--- src/rtl/router_pkg.sv ---
// Shared types and defaults for the packet router control FSM.
// Holds the state enum, default geometry and the address-to-one-hot helper.
package router_pkg;

    localparam int unsigned NUM_PORTS_DEF = 3;
    localparam int unsigned ADDR_W_DEF    = 2;
    localparam int unsigned MAX_PORTS     = 8;

    typedef enum logic [3:0] {
        StDecodeAddress,
        StWaitTillEmpty,
        StLoadFirstData,
        StLoadData,
        StLoadParity,
        StFifoFullState,
        StLoadAfterFull,
        StCheckParityError,
        StDropPacket
    } router_state_e;

    // Addresses beyond the widest supported router map to all-zeros.
    function automatic logic [MAX_PORTS-1:0] addr_onehot(input int unsigned addr);
        logic [MAX_PORTS-1:0] oh;
        oh = '0;
        if (addr < MAX_PORTS) begin
            oh[addr] = 1'b1;
        end
        return oh;
    endfunction

endpackage

--- src/rtl/router_fsm_param.sv ---
// Router control FSM: steers a packet into one of NUM_PORTS FIFOs, handles full/parity
// sequencing, discards packets with out-of-range addresses and counts them.
module router_fsm_param
    import router_pkg::*;
#(
    parameter int unsigned NUM_PORTS  = NUM_PORTS_DEF,
    parameter int unsigned ADDR_W     = ADDR_W_DEF,
    parameter int unsigned DROP_CNT_W = 8
) (
    input  logic                  clock,
    input  logic                  resetn,
    input  logic                  pkt_valid,
    input  logic [ADDR_W-1:0]     data_in,
    input  logic                  fifo_full,
    input  logic [NUM_PORTS-1:0]  fifo_empty,
    input  logic [NUM_PORTS-1:0]  soft_reset,
    input  logic                  parity_done,
    input  logic                  low_pkt_valid,
    output logic                  write_enb_reg,
    output logic                  detect_add,
    output logic                  lfd_state,
    output logic                  ld_state,
    output logic                  laf_state,
    output logic                  full_state,
    output logic                  rst_int_reg,
    output logic                  busy,
    output logic [NUM_PORTS-1:0]  dest_sel,
    output logic                  drop_state,
    output logic [DROP_CNT_W-1:0] drop_cnt
);

    router_state_e         state_q, state_d;
    logic [NUM_PORTS-1:0]  dest_sel_q, dest_sel_d;
    logic [DROP_CNT_W-1:0] drop_cnt_q, drop_cnt_d;

    logic [NUM_PORTS-1:0]  addr_oh;
    logic                  addr_valid;
    logic                  addr_empty;
    logic                  dest_empty;
    logic                  soft_hit;

    // An out-of-range address yields an all-zero one-hot, which doubles as the validity test.
    always_comb begin
        addr_oh    = NUM_PORTS'(addr_onehot(32'(data_in)));
        addr_valid = |addr_oh;
        addr_empty = |(addr_oh & fifo_empty);
        dest_empty = |(dest_sel_q & fifo_empty);
        soft_hit   = |(dest_sel_q & soft_reset);
    end

    always_comb begin
        state_d    = state_q;
        dest_sel_d = dest_sel_q;
        drop_cnt_d = drop_cnt_q;

        unique case (state_q)
            StDecodeAddress: begin
                if (pkt_valid) begin
                    if (addr_valid) begin
                        dest_sel_d = addr_oh;
                        state_d    = addr_empty ? StLoadFirstData : StWaitTillEmpty;
                    end else begin
                        state_d = StDropPacket;
                        if (drop_cnt_q != '1) begin
                            drop_cnt_d = drop_cnt_q + DROP_CNT_W'(1);
                        end
                    end
                end
            end
            StWaitTillEmpty: begin
                if (dest_empty) begin
                    state_d = StLoadFirstData;
                end
            end
            StLoadFirstData: begin
                state_d = StLoadData;
            end
            StLoadData: begin
                if (fifo_full) begin
                    state_d = StFifoFullState;
                end else if (!pkt_valid) begin
                    state_d = StLoadParity;
                end
            end
            StLoadParity: begin
                state_d = StCheckParityError;
            end
            StFifoFullState: begin
                if (!fifo_full) begin
                    state_d = StLoadAfterFull;
                end
            end
            StLoadAfterFull: begin
                if (parity_done) begin
                    state_d = StDecodeAddress;
                end else if (low_pkt_valid) begin
                    state_d = StLoadParity;
                end else begin
                    state_d = StLoadData;
                end
            end
            StCheckParityError: begin
                state_d = fifo_full ? StFifoFullState : StDecodeAddress;
            end
            StDropPacket: begin
                if (!pkt_valid) begin
                    state_d = StDecodeAddress;
                end
            end
            default: begin
                state_d = StDecodeAddress;
            end
        endcase

        // A read timeout on the selected FIFO abandons whatever packet is in flight.
        if (soft_hit && (state_q != StDecodeAddress) && (state_q != StDropPacket)) begin
            state_d = StDecodeAddress;
        end
    end

    always_ff @(posedge clock or negedge resetn) begin
        if (!resetn) begin
            state_q    <= StDecodeAddress;
            dest_sel_q <= '0;
            drop_cnt_q <= '0;
        end else begin
            state_q    <= state_d;
            dest_sel_q <= dest_sel_d;
            drop_cnt_q <= drop_cnt_d;
        end
    end

    always_comb begin
        detect_add    = (state_q == StDecodeAddress);
        lfd_state     = (state_q == StLoadFirstData);
        ld_state      = (state_q == StLoadData);
        laf_state     = (state_q == StLoadAfterFull);
        full_state    = (state_q == StFifoFullState);
        rst_int_reg   = (state_q == StCheckParityError);
        drop_state    = (state_q == StDropPacket);
        write_enb_reg = (state_q == StLoadData) || (state_q == StLoadParity) ||
                        (state_q == StLoadAfterFull);
        busy          = !((state_q == StDecodeAddress) || (state_q == StLoadData) ||
                          (state_q == StDropPacket));
        dest_sel      = dest_sel_q;
        drop_cnt      = drop_cnt_q;
    end

endmodule

--- config.mk ---
export PLATFORM = sky130hd
export DESIGN_NAME = router_fsm_param
export DESIGN_NICKNAME = d
export VERILOG_FILES = /design/src/rtl/router_pkg.sv /design/src/rtl/router_fsm_param.sv
export SDC_FILE = /design/constraint.sdc
export NUM_CORES = 1
export LEC_CHECK = 0
export BUFFER_PORTS_ARGS = -buffer_cell sky130_fd_sc_hd__buf_2
export CORE_MARGIN = 2
export CORE_UTILIZATION = 35
export DETAILED_ROUTE_END_ITERATION = 7
export SYNTH_ARGS = -nofsm -noshare
export SYNTH_HDL_FRONTEND = slang
export SYNTH_SLANG_ARGS = --single-unit
--- constraint.sdc ---
create_clock -name clock -period 3.9 [get_ports clock]
set_clock_uncertainty 0.1 [all_clocks]
set_input_delay 0.195 -clock clock [delete_from_list [all_inputs] [get_ports clock]]
set_output_delay 0.195 -clock clock [all_outputs]
set_load 0.02 [all_outputs]
==> impl_metrics.env <==
export IMPL_status="finished, final reports clean"
export IMPL_coreArea_um2=2810
export IMPL_hold_path_class="in -> reg"
export IMPL_fin_nets=164
export IMPL_setup_tns_ps=0
export IMPL_drtIter0Drc=29
export IMPL_grt_pass1_vias=884
export IMPL_rows=19
export IMPL_end_kind="register"
export IMPL_holdPathStages=2
export IMPL_yosysUniqueCellTypes=45
export IMPL_cts_setup_buffers=0
export IMPL_synthesis_area_um2=1040
export IMPL_reg2reg_from="state_q[1]"
export IMPL_grt_use_total_pct=16.5
export IMPL_ios=34
export IMPL_multiInputGateArea_um2=633
export IMPL_wire_per_inst_um=14.4
export IMPL_worstHoldStart="data_in[1]"
export IMPL_viasPerCell=5.65
export IMPL_finalSetupViolCount=0
export IMPL_fmax_mhz=488
export IMPL_syn_num_nets=131
export IMPL_report_final_slew_viol_count=0
export IMPL_hpwlAfterDp_um=1960
export IMPL_cts_max_path_buffers=2
export IMPL_cp_required_ps=3970
export IMPL_synthAdderAreaFrac_pct=1.20
export IMPL_synth_compound_area_share_pct=23.7
export IMPL_numClockSinks=15
export IMPL_grt_pass1_wl_um=4290
export IMPL_drive_gt1_share_pct=31.8
export IMPL_finalWirelength_um=2570
export IMPL_synthSimpleGateAreaFrac_pct=27.5
export IMPL_dp_cells=174
export IMPL_syn_inst=116
export IMPL_io_buffer_count=33
export IMPL_final_cells=179
export IMPL_worst_pin_slew_ps=529
export IMPL_ys_seq_elements=15
export IMPL_htreeDepth=1
export IMPL_n_antenna_cell=0
export IMPL_seq_area_frac_synth_pct=36.0
export IMPL_placed_area_um2=1220
export IMPL_critPathKind="reg -> reg"
export IMPL_async_flop_share_pct=100
export IMPL_num_vias=1011
export IMPL_finalHoldViolations=0
export IMPL_timing_rr_end="drop_cnt[1]"
export IMPL_ir_drop_mv=0.293
export IMPL_powerDensity_nw_per_um2=667
export IMPL_gp_congestion=0.862
export IMPL_grt_remaining_overflow=0
export IMPL_grt_max_degree=17
export IMPL_clk_pin_slew_ps=90
export IMPL_finalCritPeriodShare_pct=52.5
export IMPL_critical_path_startpoint_type="register"
export IMPL_yosys_warnings=0
export IMPL_fillCellCount=283
export IMPL_arrival_ps=2120
export IMPL_grt_antenna_before_repair=0
export IMPL_synth_flop_cell="dfrtp_1"
export IMPL_initial_utilization_pct=37.2
export IMPL_relSlewSlack_pct=64.7
export IMPL_netlist_area_leader_share_pct=36.0
export IMPL_yosys_top_cells_area="dfrtp_1, xor2_1, nor2_1"
export IMPL_reg2reg_slack_ps=1850
export IMPL_drv_cap=0
export IMPL_tritoncts="built"
export IMPL_drc=0
export IMPL_die_area_um2=3430
export IMPL_netlist_top_cell_by_area="dfrtp_1"
export IMPL_synth_edff_count=0
export IMPL_area_growth_syn_to_layout_pct=20.7
export IMPL_reg2reg_depth=4
export IMPL_ant_nets=0
export IMPL_cts_buffers_inserted=3
export IMPL_cts_root_buf="clkbuf_4"
export IMPL_fin_util_pct=44.9
export IMPL_fin_area_um2=1260
export IMPL_cp_max_fo=16
export IMPL_clkLatencyLatePin_ps=280
export IMPL_p_leak_nw=0.581
export IMPL_period_minus_slack_ps=2050
export IMPL_synthMuxAreaShare_pct=3.24
export IMPL_worstHoldEndpoint="dest_sel[0]"
export IMPL_cts_resized=0
export IMPL_die_x_um=58.6
export IMPL_syn_avg_cell_area_um2=9.00
export IMPL_synth_top_family_by_area="simple AND/OR/NAND/NOR gates"
export IMPL_synthXorXnorAreaFrac_pct=5.04
export IMPL_die_h_um=58.6
export IMPL_first_pass_iters=4
export IMPL_rsz0062_at_grt="no"
export IMPL_seqCellArea_um2=375
-- where the power goes --
part           internal (mW)  switching [mW]
clock network         0.0397          0.0499
logic                  0.178           0.265
registers              0.201           0.108
-- layout make-up --
| class | count | share of cell area (%) |
|---|---|---|
| well taps | 31 | 3.08 |
| repair buffers | 34 | 13.9 |
| multi-input cells | 92 | 50.2 |
| clock buffers | 4 | 2.09 |
| inverters | 3 | 0.894 |
| flip-flops and latches | 15 | 29.8 |
-- worst max-delay path by stage --
stage / cells past startpoint / start / to / slack (ps)
2_1_floorplan: 4 / state_q[0] / drop_cnt[1] / 1970
3_3_place_gp: 4 / state_q[0] / drop_cnt[1] / 1940
6_report: 4 / state_q[1] / drop_cnt[1] / 1850
4_1_cts: 4 / state_q[0] / drop_cnt[1] / 1860
5_1_grt: 4 / state_q[1] / drop_cnt[1] / 1730
3_5_place_dp: 4 / state_q[0] / drop_cnt[1] / 1880
-- cells in the mapped netlist (2+ instances only) --
cell type / instances
a211oi_1: 2
a21oi_1: 4
a31oi_1: 2
and2_1: 2
clkbuf_1: 4
dfrtp_1: 15
inv_1: 2
mux2_2: 2
nand2_1: 10
nand2b_1: 2
nand3_1: 4
nand4_1: 2
nand4b_1: 2
nor2_1: 13
nor3_1: 4
nor4_4: 2
o21ai_0: 7
o22ai_1: 2
o31ai_1: 4
xor2_1: 6
-- cell families (layout without fill, tap and decap cells) --
logic type | after synthesis | after routing
mux | 3 | 3
compound gates | 34 | 34
xor+xnor | 6 | 6
fa+ha+maj | 1 | 1
buf+inv | 9 | 41
flops | 15 | 15
simple gates | 48 | 48
-- stage by stage --
stage | setup slack [ps] | hold slack [ps] | power (mW)
4_1_cts | 1860 | 46.0 | 0.846
6_report | 1850 | 53.7 | 0.841
5_1_grt | 1730 | 35.6 | 0.912
2_1_floorplan | 1970 | -201 | 0.616
3_5_place_dp | 1880 | 27.6 | 0.751
3_3_place_gp | 1940 | 23.5 | 0.748
-- sequential cells by signal, summed over array words and instances, names as in the netlist --
register  cells
drop_cnt      8
state_q       4
dest_sel      3
-- placed cells by master, fill, tap and decap left out, types with 3 or more instances in the layout --
master,Yosys,final
nand3_1,4,4
clkbuf_4,0,3
o21ai_0,7,7
nor3_1,4,4
a21oi_1,4,4
buf_2,1,33
nor2_1,13,13
nand2_1,10,10
o31ai_1,4,4
dfrtp_1,15,15
xor2_1,6,6
-- layer usage --
layer	track usage, %	wire, µm	vias to the layer above
li1	-	-	501
met1	23.8	1260	475
met2	23.6	1170	29
met3	4.62	104	6
met4	5.84	41	0
met5	0	0	-
-- critical path, cell delays in order (launching register included) --
cell	delay (ps)
dfrtp_1	580
nor4_4	560
nand3_4	170
a21oi_2	180
mux2_2	350
-- timing repair --
item                                    4_1_cts  5_1_grt
endpoints found under the setup margin        0        0
endpoints found under the hold margin        15        0
hold buffers                                  1        0
(Power assumes the default switching activity.)
